**config.mk**
```make
export PLATFORM = sky130hd
export DESIGN_NAME = dt_param
export DESIGN_NICKNAME = d
export VERILOG_FILES = /design/src/rtl/dt_param.sv
export SDC_FILE = /design/constraint.sdc
export NUM_CORES = 1
export LEC_CHECK = 0
export CAP_MARGIN = 40
export CELL_PAD_IN_SITES_DETAIL_PLACEMENT = 0
export CELL_PAD_IN_SITES_GLOBAL_PLACEMENT = 1
export CORE_MARGIN = 4
export CORE_UTILIZATION = 37
export DETAILED_ROUTE_END_ITERATION = 10
export PLACE_DENSITY_LB_ADDON = 0.12
export RECOVER_POWER = 50
export SLEW_MARGIN = 20
export SYNTH_ARGS = -nofsm -noshare
export SYNTH_HDL_FRONTEND = slang
export SYNTH_SLANG_ARGS = --single-unit
```
**constraint.sdc**
```tcl
create_clock -name clk -period 25.7 [get_ports clk]
set_input_delay 5.14 -clock clk [delete_from_list [all_inputs] [get_ports clk]]
set_output_delay 5.14 -clock clk [all_outputs]
set_load 0.03 [all_outputs]
```
**src/rtl/dt_param.sv**
```systemverilog
// dt_param: two-pass chamfer distance transform, city-block or chessboard.
// Ports: clk/reset, start/mode/busy/done, source ROM sti_*, result RAM res_*.
module dt_param #(
  parameter  int IMG_W  = 128,
  parameter  int IMG_H  = 128,
  parameter  int WORD_W = 16,
  parameter  int DIST_W = 8,
  localparam int SA_W   = $clog2(IMG_W*IMG_H/WORD_W),
  localparam int RA_W   = $clog2(IMG_W*IMG_H)
) (
  input  logic              clk,
  input  logic              reset,
  input  logic              start,
  input  logic              mode,
  output logic              busy,
  output logic              done,
  output logic              sti_rd,
  output logic [SA_W-1:0]   sti_addr,
  input  logic [WORD_W-1:0] sti_di,
  output logic              res_rd,
  output logic              res_wr,
  output logic [RA_W-1:0]   res_addr,
  output logic [DIST_W-1:0] res_do,
  input  logic [DIST_W-1:0] res_di
);

  localparam int CW = $clog2(IMG_W);
  localparam int WB = $clog2(WORD_W);
  localparam int RW = RA_W - CW;

  localparam logic [RW-1:0]     ROW_L = RW'(IMG_H - 1);
  localparam logic [CW-1:0]     COL_L = CW'(IMG_W - 1);
  localparam logic [CW-1:0]     WMASK = CW'(WORD_W - 1);
  localparam logic [RA_W-1:0]   A_LAST = RA_W'(IMG_W*IMG_H - 1);
  localparam logic [RA_W-1:0]   A_ONE = RA_W'(1);
  localparam logic [RA_W-1:0]   A_ROW = RA_W'(IMG_W);
  localparam logic [DIST_W-1:0] MAXV = '1;

  typedef enum logic [3:0] {
    IDLE, F_EDGE, F_LOAD, F_RD, F_WR,
    B_EDGE, B_RD, B_WR, DONE
  } state_t;

  function automatic logic f_border(input logic [RA_W-1:0] a);
    logic [RW-1:0] row;
    logic [CW-1:0] col;
    row = a[RA_W-1:CW];
    col = a[CW-1:0];
    return (row == '0) || (row == ROW_L) ||
           (col == '0) || (col == COL_L);
  endfunction

  // A new source word is due at every word boundary of an interior
  // row, including column 0 when a word spans the whole row.
  function automatic state_t f_enter_f(input logic [RA_W-1:0] a);
    logic [RW-1:0] row;
    logic [CW-1:0] col;
    state_t s;
    row = a[RA_W-1:CW];
    col = a[CW-1:0];
    if (row != '0 && row != ROW_L && (col & WMASK) == '0)
      s = F_LOAD;
    else if (f_border(a))
      s = F_EDGE;
    else
      s = F_RD;
    return s;
  endfunction

  function automatic state_t f_enter_b(input logic [RA_W-1:0] a);
    return f_border(a) ? B_EDGE : B_RD;
  endfunction

  function automatic logic [DIST_W-1:0] f_min(
    input logic [DIST_W-1:0] a,
    input logic [DIST_W-1:0] b
  );
    return (a < b) ? a : b;
  endfunction

  function automatic logic [DIST_W-1:0] f_inc(input logic [DIST_W-1:0] a);
    return (a == MAXV) ? MAXV : a + DIST_W'(1);
  endfunction

  state_t            r_state, w_state, w_bstate;
  logic [RA_W-1:0]   r_addr, w_addr, w_baddr;
  logic [2:0]        r_k, w_k;
  logic              r_mode, r_ld_d;
  logic [WORD_W-1:0] r_word, w_word;
  logic [DIST_W-1:0] r_min, r_v, r_last;
  logic [DIST_W-1:0] w_nmin, w_fres, w_bres;

  logic              w_busy, w_done, w_sti_rd, w_res_rd, w_res_wr;
  logic [SA_W-1:0]   w_sti_addr;
  logic [RA_W-1:0]   w_res_addr;
  logic [DIST_W-1:0] w_res_do;

  // West/east neighbour is the pixel just finished, kept in r_last.
  always_comb begin
    w_word = r_ld_d ? sti_di : r_word;
    w_nmin = f_min(r_min, r_last);
    if (r_mode) w_nmin = f_min(w_nmin, res_di);
    w_fres = w_word[WORD_W-1] ? f_inc(w_nmin) : '0;
    w_bres = (r_v == '0) ? '0 : f_min(r_v, f_inc(w_nmin));
  end

  always_ff @(posedge clk) begin
    if (reset) begin
      r_state <= IDLE;
      r_addr  <= '0;
      r_k     <= '0;
    end else begin
      r_state <= w_state;
      r_addr  <= w_addr;
      r_k     <= w_k;
    end
  end

  always_comb begin
    w_bstate = DONE;
    w_baddr  = r_addr;
    if (r_addr != '0) begin
      w_baddr  = r_addr - A_ONE;
      w_bstate = f_enter_b(w_baddr);
    end
    w_state = r_state;
    w_addr  = r_addr;
    w_k     = r_k;
    unique case (r_state)
      IDLE: begin
        if (start) begin
          w_addr  = '0;
          w_k     = '0;
          w_state = f_enter_f('0);
        end
      end
      F_LOAD: w_state = f_border(r_addr) ? F_EDGE : F_RD;
      F_EDGE, F_WR: begin
        w_k = '0;
        if (r_addr == A_LAST) begin
          w_state = f_enter_b(r_addr);
        end else begin
          w_addr  = r_addr + A_ONE;
          w_state = f_enter_f(w_addr);
        end
      end
      F_RD: begin
        if (r_k == 3'd3) w_state = F_WR;
        else             w_k = r_k + 3'd1;
      end
      B_RD: begin
        if (r_k == 3'd4) begin
          w_k = '0;
          if (w_bres != r_v) begin
            w_state = B_WR;
          end else begin
            w_state = w_bstate;
            w_addr  = w_baddr;
          end
        end else begin
          w_k = r_k + 3'd1;
        end
      end
      B_EDGE, B_WR: begin
        w_k     = '0;
        w_state = w_bstate;
        w_addr  = w_baddr;
      end
      DONE:    w_state = IDLE;
      default: w_state = IDLE;
    endcase
  end

  // Outputs are decoded from the state being entered, then registered.
  always_comb begin
    w_busy     = (w_state != IDLE) && (w_state != DONE);
    w_done     = (w_state == DONE);
    w_sti_rd   = (w_state == F_LOAD);
    w_sti_addr = SA_W'(w_addr >> WB);
    w_res_rd   = 1'b0;
    w_res_wr   = 1'b0;
    w_res_addr = w_addr;
    w_res_do   = '0;
    unique case (w_state)
      F_EDGE: w_res_wr = 1'b1;
      F_WR: begin
        w_res_wr = 1'b1;
        w_res_do = w_fres;
      end
      B_WR: begin
        w_res_wr = 1'b1;
        w_res_do = w_bres;
      end
      F_RD: begin
        w_res_rd = (w_k != 3'd3);
        case (w_k)
          3'd0:    w_res_addr = w_addr - A_ROW - A_ONE;
          3'd1:    w_res_addr = w_addr - A_ROW;
          3'd2:    w_res_addr = w_addr - A_ROW + A_ONE;
          default: w_res_addr = w_addr;
        endcase
      end
      B_RD: begin
        w_res_rd = (w_k != 3'd4);
        case (w_k)
          3'd1:    w_res_addr = w_addr + A_ROW + A_ONE;
          3'd2:    w_res_addr = w_addr + A_ROW;
          3'd3:    w_res_addr = w_addr + A_ROW - A_ONE;
          default: w_res_addr = w_addr;
        endcase
      end
      default: ;
    endcase
  end

  always_ff @(posedge clk) begin
    if (reset) begin
      busy     <= 1'b0;
      done     <= 1'b0;
      sti_rd   <= 1'b0;
      sti_addr <= '0;
      res_rd   <= 1'b0;
      res_wr   <= 1'b0;
      res_addr <= '0;
      res_do   <= '0;
    end else begin
      busy     <= w_busy;
      done     <= w_done;
      sti_rd   <= w_sti_rd;
      sti_addr <= w_sti_addr;
      res_rd   <= w_res_rd;
      res_wr   <= w_res_wr;
      res_addr <= w_res_addr;
      res_do   <= w_res_do;
    end
  end

  // Read data for read k arrives while r_k == k+1.
  always_ff @(posedge clk) begin
    if (reset) begin
      r_mode <= 1'b0;
      r_ld_d <= 1'b0;
      r_word <= '0;
      r_min  <= '0;
      r_v    <= '0;
      r_last <= '0;
    end else begin
      r_ld_d <= (r_state == F_LOAD);
      r_word <= w_word;
      if (r_state == IDLE && start) r_mode <= mode;
      unique case (r_state)
        F_EDGE: begin
          r_word <= w_word << 1;
          r_last <= '0;
        end
        F_WR:   r_word <= w_word << 1;
        B_EDGE: r_last <= '0;
        F_RD: begin
          case (r_k)
            3'd1:    r_min  <= r_mode ? res_di : MAXV;
            3'd2:    r_min  <= f_min(r_min, res_di);
            3'd3:    r_last <= w_fres;
            default: ;
          endcase
        end
        B_RD: begin
          case (r_k)
            3'd1:    r_v    <= res_di;
            3'd2:    r_min  <= r_mode ? res_di : MAXV;
            3'd3:    r_min  <= f_min(r_min, res_di);
            3'd4:    r_last <= w_bres;
            default: ;
          endcase
        end
        default: ;
      endcase
    end
  end

endmodule

```
==> results by group, run 1 <==
Route
  • DR vias/cell: 5.73
  • Highest Signal Layer: met4
  • Metal-1 WL: 14,100 um
  • Detail Route Antenna Nets: 0
  • DRT Wirelength: approximately 30,000 um
  • Detailed-route DRC error count: 0
  • DRT iter0 DRCs: ~570
  • Drt pass-1 iters: 5
  • Met3 WL: 1410 um
  • Post-DR wirelength/cell: 20.1 um
  • Met2 wire length: 14,300 um
  • Via count: 8,744

Synth
  • Most frequently used flop master after synthesis: dfxtp_1
  • Avg Cell Area, Syn: 7.67 um^2
  • Synth cell types: 106
  • Synthesized cell area: about 9000 um^2
  • Asr flop ratio synth: 0
  • Sequential area share after synthesis: 0.200
  • Cells after synthesis: 1,177
  • Post-synth EDFFs: 0
  • Warnings, synthesis: 0
  • Flops & latches, synth: 90
  • Syn nets: between 1,000 and 1,500

Setup path
  • Critical Path AT: approximately 15 ns
  • R2R setup slack: 14.00 ns
  • CP endpoint kind: flip-flop
  • Worst R2R Path Depth: 50
  • Required time worst endpoint: about 26 ns
  • Cell mode on critical path: a21o_1
  • CP delay by family, top: compound AO/OA/AOI/OAI gates
  • Worst path slowest cell: clkdlybuf4s50_1
  • Startpoint types: input pin
  • CP max FO: 15
  • RR Endpoint: res_addr[12]
  • Critical path type: in2reg
  • Worst r2r src: r_min[6]
  • Buf+Inv Stages, Crit Path: 4
  • CP max stage delay: 0.64 ns

Timing
  • Slew at the pin closest to its max-slew limit: ~2.3 ns
  • Max Freq: 67.3 MHz
  • Tmin final: approximately 15 ns
  • Worst Hold Slack: 0.537 ns
  • Final hold vios: 0
  • Worst slew margin: -0.552
  • Final clock skew: ~0.009 ns
  • Final worst-path cycle share: 0.579
  • Final setup viols: 0
  • Setup TNS: 0 ns
  • RSZ-0062 raised after global routing: false
  • Post-layout worst setup margin: 10.83 ns
  • Slew Limit Fails: slightly below 90

Clock tree
  • Clock Path Buffers: 2
  • Cts bufs inserted: 9
  • Setup repair bufs after CTS: 0
  • CTS Hold Bufs: 0
  • Root Driver: clkbuf_16
  • # resized after CTS: 0
  • CTS tree: yes
  • Clock tree sinks: 90
  • CTS clk-pin slew, worst paths: 0.07 ns
  • Worst skew pair latency: 0.36 ns
  • H-tree depth: 3

Job
  • Max-cap violation count: 2

Floorplanning
  • Die area: 27,000 um^2
  • Top Ports: 65
  • Die height: 164 um
  • Row count: 56
  • Starting density of the core: 0.380
  • Core ar.: 23,800 um^2
  • Die Span X: 164 um

Place
  • Final HPWL DP: 23,500 um
  • Dpl ws: 10.69 ns
  • Post-DP Area: 9890 um^2
  • Gpl congestion: 0.918
  • Number of port buffers: 64

Worst hold path
  • WHS Endpoint: r_last[5]
  • Hold depth: 2
  • Hold Startpoint: r_last[5]
  • Worst min-delay path class: reg2reg

Global routing
  • GRT Residual Overflow: 0
  • First-pass GRT wire length: 48,100 um
  • All-Layer GR Usage: 0.228
  • Initial antenna violation count: 0
  • Pin count of the biggest net entering global routing: 49
  • Vias in the first global route: 8,384

Final layout
  • Multi-input logic area: 6690 um^2
  • # fillers: between 2,000 and 2,500
  • Register area: between 1500 and 2000 um^2
  • Final Util: 0.428
  • Finished Cell Area: 10,200 um^2
  • Area grow syn2layout: 12.5%
  • Layout cells sized above 1: 0.0853
  • Commonest non-fill, non-tap cell in the layout: nor2_1
  • Antenna diodes: 0
  • Commonest cells after routing, fill and taps aside: 147 x nor2_1, 96 x a21oi_1, 90 x dfxtp_1
  • Nets: 1,305

Power and ir drop
  • Maximum vdd drop: 0.0243 mV
  • Leakage: ~0.0043 uW
  • Cell area power density: 32.5 nW/um^2

Status
  • Failing checks: max-capacitance violations, max-slew violations
  • Outcome: finished with violations
## power by group
part           leakage (uW)  switching (uW)  internal, uW
Clock              0.000138            62.5          66.9
Sequential         0.000727            2.74           141
Combinational       0.00339            34.9          21.2
## cell usage after synthesis, types with 32 or more instances
cell / instances / share of area
xnor2_1: 35 / 0.034
nor3_1: 48 / 0.027
nor2b_1: 33 / 0.023
a21oi_1: 96 / 0.053
clkbuf_1: 50 / 0.021
ha_1: 73 / 0.10
nand3_1: 32 / 0.018
dfxtp_1: 90 / 0.20
inv_1: 53 / 0.022
nand2_1: 88 / 0.037
o21ai_0: 55 / 0.031
nor2_1: 147 / 0.061
## worst register-to-register path: cells and delay by family, from the launching register on
kind,cells,cell delay (ns)
compound gates,28,6.33
flops,1,0.60
fa+ha+maj,5,1.79
simple gates,13,2.17
xor+xnor,1,0.16
buf+inv,2,0.26
mux,1,0.15
## metal layers
metal	track usage	vias up
met2	0.370	223
met4	0.0709	0
met1	0.313	4138
met5	0	-
li1	-	4339
met3	0.0319	44
## flip-flops by register name (all words and copies together), names as in the netlist
| signal | flops |
|---|---|
| res_addr | 14 |
| r_v | 8 |
| res_rd | 1 |
| r_mode | 1 |
| r_state | 4 |
| r_addr | 14 |
| r_word | 16 |
| r_min | 8 |
| r_ld_d | 1 |
| busy | 1 |
| sti_rd | 1 |
| done | 1 |
| r_k | 3 |
| res_wr | 1 |
| r_last | 8 |
| res_do | 8 |
## cell families (layout without fill, tap and decap cells)
group           count (synthesis)  in the layout  share of synthesized area
buf+inv                       124            154                     0.0596
mux                            35             35                     0.0577
flops                          90             90                      0.200
compound gates                340            340                      0.268
fa+ha+maj                      75             75                      0.106
simple gates                  454            454                      0.251
xor+xnor                       59             59                     0.0581
## area by class of cell
class,instances,share of cell area
clock buffers,10,0.0225
clock inverters,6,0.00481
inverters,54,0.0200
multi-input cells,963,0.659
flip-flops and latches,90,0.177
well taps,319,0.0393
repair buffers,84,0.0771
## worst max path at each step
| stage | start | to | slack, ns | cells past startpoint |
|---|---|---|---|---|
| final | res_di[7] | res_addr[12] | 10.83 | 47 |
| after CTS | res_di[7] | res_addr[12] | 11.04 | 47 |
| after floorplan | res_di[6] | res_addr[12] | 12.04 | 48 |
| after detailed placement | res_di[7] | res_addr[12] | 10.69 | 47 |
| after global placement | res_di[7] | res_addr[12] | 10.83 | 48 |
| after global routing | res_di[7] | res_addr[12] | 9.89 | 47 |
## metrics by stage
step	std cells	total power, uW
global placement	1505	203
finish	1526	330
CTS	1525	335
global route	1526	346
floorplan	1177	185
detailed placement	1509	203
No activity file was read; power rests on OpenSTA's default activity.
==> inputs of run 2 (changes only) <==
Clock period 25.7 ns to 13.2 ns, I/O delays scaled along.
==> run 2 against run 1 <==
  * The flow now finishes without violations
  * Sequential power increased by 95%
  * Combinational power is 96% higher
  * Power rose by 110%
  * Clock power is 140% higher
  * Worst setup slack worse by 9.8 ns
  * Hold slack improved by 0.0046 ns
  * Via count rose by 0.83%
  * Register-to-register slack got worse by 12 ns
  * Clock-buffer cell count grew 1
  * Clock skew hardly changed
  * Non-clock buffer count grew 1
  * Core utilization increased by 0.35 points
==> results by group, run 2 (synthesis results as in run 1) <==
Global routing
  • First-pass GRT wire length: 49,000 um
  • Global Route met1 Usage: 0.318
  • Initial antenna violation count: 0
  • All-Layer GR Usage: 0.230
  • Busiest grt layer: met2
  • Vias in the first global route: 8,579
  • GRT Residual Overflow: 0
  • Met2 global-route usage: 0.376
  • GR Util met3: 0.0324
  • Pin count of the biggest net entering global routing: between 60 and 70

Clock tree
  • CTS clk-pin slew, worst paths: approximately 0.070 ns
  • Setup repair bufs after CTS: 0
  • Cts bufs inserted: 9
  • Worst skew pair latency: about 0.36 ns
  • CTS Hold Bufs: 0
  • CTS tree: yes
  • Clock Path Buffers: 2
  • # resized after CTS: 0
  • Root Driver: clkbuf_16
  • Clock tree sinks: 90
  • H-tree depth: 3

Timing
  • Final worst-path cycle share: 0.925
  • Slew Limit Fails: 0
  • Final clock skew: approximately 0.0087 ns
  • Tmin final: 12.22 ns
  • Slew at the pin closest to its max-slew limit: 1.09 ns
  • Max Freq: around 82 MHz
  • RSZ-0062 raised after global routing: false
  • Setup TNS: 0 ns
  • Final setup viols: 0
  • Worst slew margin: 0.275
  • Final hold vios: 0
  • Post-layout worst setup margin: 0.984 ns

Setup path
  • CP endpoint kind: flip-flop
  • RR Endpoint: res_addr[12]
  • Worst R2R Path Depth: 50
  • Cell mode on critical path: a21o_1
  • Worst r2r src: r_min[7]
  • Startpoint types: input pin
  • Worst path slowest cell: clkdlybuf4s50_1
  • CP max stage delay: 0.63 ns
  • R2R setup slack: around 1.7 ns
  • Critical Path AT: 12.46 ns
  • CP max FO: 15
  • Required time worst endpoint: 13.44 ns
  • Critical path type: in2reg

Job
  • Max-cap violation count: 0

Final layout
  • Largest register FFs: 16
  • Largest regs: r_word: 16 flops, r_addr: 14 flops, res_addr: 14 flops
  • Layout cells sized above 1: 0.0837
  • Multi-input logic area: around 6700 um^2
  • Antenna diodes: 0
  • Nets: 1,306
  • Top reg by flops: r_word
  • Commonest cells after routing, fill and taps aside: 147 x nor2_1, 96 x a21oi_1, 90 x dfxtp_1
  • Area grow syn2layout: 13.4%
  • # fillers: 2,455
  • Register area: 1800 um^2
  • Commonest non-fill, non-tap cell in the layout: nor2_1

Floorplanning
  • Die height: 164 um
  • Starting density of the core: 0.380
  • Die area: 27,000 um^2
  • Die Span X: 164 um
  • Top Ports: 65
  • Core ar.: between 20,000 and 25,000 um^2
  • Row count: 56

Place
  • Dpl ws: 0.708 ns
  • Gpl congestion: 0.910
  • Final HPWL DP: between 20,000 and 25,000 um
  • Number of port buffers: 64

Worst hold path
  • WHS Endpoint: r_word[0]
  • Hold depth: 2
  • Worst min-delay path class: reg2reg
  • Hold Startpoint: r_word[0]

Power and ir drop
  • Pwr Total: 700 uW
  • Cell area power density: 68.4 nW/um^2
  • Maximum vdd drop: 0.0492 mV
  • Leakage: 0.00429 uW

Status
  • Outcome: complete, no violations

Route
  • Via count: 8,817
  • Post-DR wirelength/cell: 20.2 um
  • DR vias/cell: 5.78
  • Drt pass-1 iters: 5
  • DRT Wirelength: slightly above 30,000 um
  • Detailed-route DRC error count: 0
  • Detail Route Antenna Nets: 0
  • DRT iter0 DRCs: 597
-- run 2: cell count changes in the layout (fill, tap and decap cells not counted) --
cell and delta:
clkinv_2 -1, bufinv_16 +3, clkbuf_8 +1, clkbuf_1 +2
buf_16 +1, clkinv_4 -2, clkbuf_4 +1, buf_4 -3
inv_6 -2
-- run 2: metrics by stage --
stage | instance area, um^2 | utilization | hold WS, ns | cells
finish | 10200 | 0.431 | 0.542 | 1526
global route | 10200 | 0.431 | 0.588 | 1526
CTS | 10200 | 0.431 | 0.541 | 1524
detailed placement | 9900 | 0.417 | 0.532 | 1509
global placement | 9850 | 0.415 | 0.527 | 1506
floorplan | 9020 | - | 0.491 | 1177
-- run 2: worst max-delay path: cells and delay by family --
family / cells / cell delay, ns
simple gates: 14 / 2.31
fa+ha+maj: 4 / 1.34
compound gates: 23 / 4.79
mux: 1 / 0.15
buf+inv: 4 / 1.05
xor+xnor: 1 / 0.16
-- run 2: area by class of cell --
class / count / area share
multi-input combinational: 963 / 0.653
sequential: 90 / 0.176
timing repair buffer: 85 / 0.0785
tap: 319 / 0.0390
clock buffer: 11 / 0.0237
inverter: 54 / 0.0198
clock inverter: 4 / 0.00965
-- run 2: how the worst max path moves through the flow --
stage               slack (ns)  depth (start not counted)            to  startpoint
floorplan                 2.04                         48  res_addr[12]   res_di[6]
global placement          0.84                         48  res_addr[12]   res_di[7]
detailed placement        0.71                         47  res_addr[12]   res_di[7]
CTS                       1.05                         47  res_addr[12]   res_di[7]
global route             0.009                         46  res_addr[12]   res_di[6]
finish                    0.98                         47  res_addr[12]   res_di[7]
-- run 2: per-layer routing --
layer  share of wire  wire length (um)  vias to the layer above
met2            0.47             14400                      219
met3           0.039              1200                       45
met4           0.027               838                        0
met5               0                 0                        -
met1            0.47             14400                     4219
li1                -                 -                     4334
-- run 2: report_power, final --
group          switching (uW)  internal [uW]
Combinational            68.1           42.2
Clock                     119            190
Sequential               5.43            275
Total                     192            508
==> inputs of run 3 (changes only) <==
Settings changed: CORE_ASPECT_RATIO from default to 0.9, TNS_END_PERCENT from default to 30.
==> run 3 against run 2 <==
  * The run now ends with max-capacitance violations, max-slew violations left
  * Fmax decreased by 1.4%
  * Clock power decreased by 10%
  * Design area decreased by 0.68%
  * Hold slack improved by 0.0056 ns
  * Sequential share of layout area increased by 0.12 points
  * Core utilization decreased by 0.15 points
  * Clock-buffer cell count decreased by 2
  * Global-route usage decreased by 0.36 points
  * Final cell count decreased by 1.1%
  * Combinational power about the same
  * Via count increased by 0.33%
  * Largest cell class unchanged
  * Largest power group is now sequential cells
==> results by group, run 3 (synthesis results as in run 1) <==
Place
  • Gpl congestion: 0.918
  • Final HPWL DP: 23,800 um
  • Dpl ws: 0.578 ns
  • Placed Cells incl. Taps: approximately 1,500
  • Number of port buffers: 64

Clock tree
  • Clock Path Buffers: 2
  • H-tree depth: 3
  • CTS tree: yes
  • Root Driver: clkbuf_16
  • CTS Hold Bufs: 0
  • Setup repair bufs after CTS: 0
  • Clock tree sinks: 90
  • # resized after CTS: 0
  • Worst skew pair latency: 0.37 ns
  • CTS clk-pin slew, worst paths: 0.09 ns
  • Cts bufs inserted: 9

Setup path
  • CP max stage delay: 0.65 ns
  • RR Endpoint: res_addr[12]
  • Worst path slowest cell: clkdlybuf4s50_1
  • Cell mode on critical path: a21o_1
  • Buf+Inv Stages, Crit Path: 4
  • CP max FO: 15
  • R2R setup slack: between 1.5 and 2 ns
  • Critical path type: in2reg
  • CP endpoint kind: flip-flop
  • Worst R2R Path Depth: 51
  • Required time worst endpoint: approximately 13 ns
  • CP delay by family, top: compound AO/OA/AOI/OAI gates
  • Critical Path AT: 12.64 ns
  • Startpoint types: input pin
  • Worst r2r src: r_last[6]

Floorplanning
  • Die height: 156 um
  • Top Ports: 65
  • Core ar.: 23,700 um^2
  • Die area: 27,000 um^2
  • Starting density of the core: 0.381
  • Row count: 53
  • Die Span X: 173 um

Global routing
  • Vias in the first global route: 8,458
  • All-Layer GR Usage: 0.227
  • Initial antenna violation count: 0
  • Pin count of the biggest net entering global routing: 50
  • First-pass GRT wire length: approximately 50,000 um
  • GRT Residual Overflow: 0

Timing
  • Post-layout worst setup margin: around 0.81 ns
  • Slew Limit Fails: 50
  • Setup TNS: 0 ns
  • Worst Hold Slack: approximately 0.55 ns
  • Max Freq: 80.7 MHz
  • Final clock skew: 0.0138 ns
  • RSZ-0062 raised after global routing: false
  • Tmin final: 12.39 ns
  • Worst slew margin: -0.609
  • Final setup viols: 0
  • Final hold vios: 0
  • Final worst-path cycle share: 0.939
  • Slew at the pin closest to its max-slew limit: 2.41 ns

Status
  • Failing checks: max-capacitance violations, max-slew violations
  • Outcome: finished with violations

Power and ir drop
  • Pwr Total: roughly 670 uW
  • Leakage: 0.00427 uW
  • Maximum vdd drop: 0.0541 mV
  • Cell area power density: 66.0 nW/um^2

Route
  • Drt pass-1 iters: 5
  • DR vias/cell: 5.86
  • DRT iter0 DRCs: 728
  • Detailed-route DRC error count: 0
  • Detail Route Antenna Nets: 0
  • DRT Wirelength: 30,800 um
  • Via count: ~9,000
  • Post-DR wirelength/cell: 20.4 um

Final layout
  • Largest regs: r_word: 16 flops, r_addr: 14 flops, res_addr: 14 flops
  • Layout cells sized above 1: 0.0862
  • Area grow syn2layout: 12.7%
  • Largest register FFs: 16
  • Commonest cells after routing, fill and taps aside: 147 x nor2_1, 96 x a21oi_1, 90 x dfxtp_1
  • # fillers: 2,427
  • Nets: 1,305
  • Top reg by flops: r_word
  • Final Non-Filler Cells: about 1,500
  • Antenna diodes: 0
  • Commonest non-fill, non-tap cell in the layout: nor2_1

Worst hold path
  • Worst min-delay path class: reg2reg
  • Hold depth: 2
  • WHS Endpoint: r_word[0]
  • Hold Startpoint: r_word[0]

Job
  • Max-cap violation count: 1
run 3: routing by layer:
layer	vias up	wire [um]	GRT usage
met1	4191	15900	0.348
met5	-	0	0
met4	0	303	0.0407
li1	4343	-	-
met2	289	12600	0.331
met3	23	1990	0.0426
run 3: worst max-delay path by stage:
| stage | from | end | slack [ns] | depth (start not counted) |
|---|---|---|---|---|
| after floorplan | res_di[6] | res_addr[12] | 2.04 | 48 |
| after global placement | res_di[7] | res_addr[12] | 0.80 | 48 |
| after detailed placement | res_di[7] | res_addr[12] | 0.58 | 48 |
| after CTS | res_di[7] | res_addr[12] | 0.97 | 48 |
| after global routing | res_di[6] | res_addr[12] | 0.07 | 47 |
| final | res_di[7] | res_addr[12] | 0.81 | 47 |
run 3: tightest hold or removal path, stage by stage, from the launching register on:
cell     delay (ns)
dfxtp_1        0.31
mux2i_1        0.07
nor3_1         0.12
run 3: metrics by stage:
stage,cell area [um^2],util
final,10200,0.430
after detailed placement,9870,0.417
after global placement,9810,0.415
after floorplan,9020,-
after global routing,10200,0.430
after CTS,10200,0.430
run 3: cell type report:
cell class                 count  area [um^2]  share of cell area
clock buffer                   9          225              0.0221
clock inverter                 7         86.3             0.00849
timing repair buffer          84          785              0.0772
sequential                    90         1800               0.177
inverter                      54          203              0.0199
multi-input combinational    963         6690               0.658
tap                          302          378              0.0372
run 3: power by group:
group / internal [uW] / total [uW] / switching (uW) / leakage, uW
Clock: 136 / 278 / 142 / 0.000151
Sequential: 275 / 282 / 6.28 / 0.000727
Combinational: 40.9 / 111 / 70.5 / 0.00339
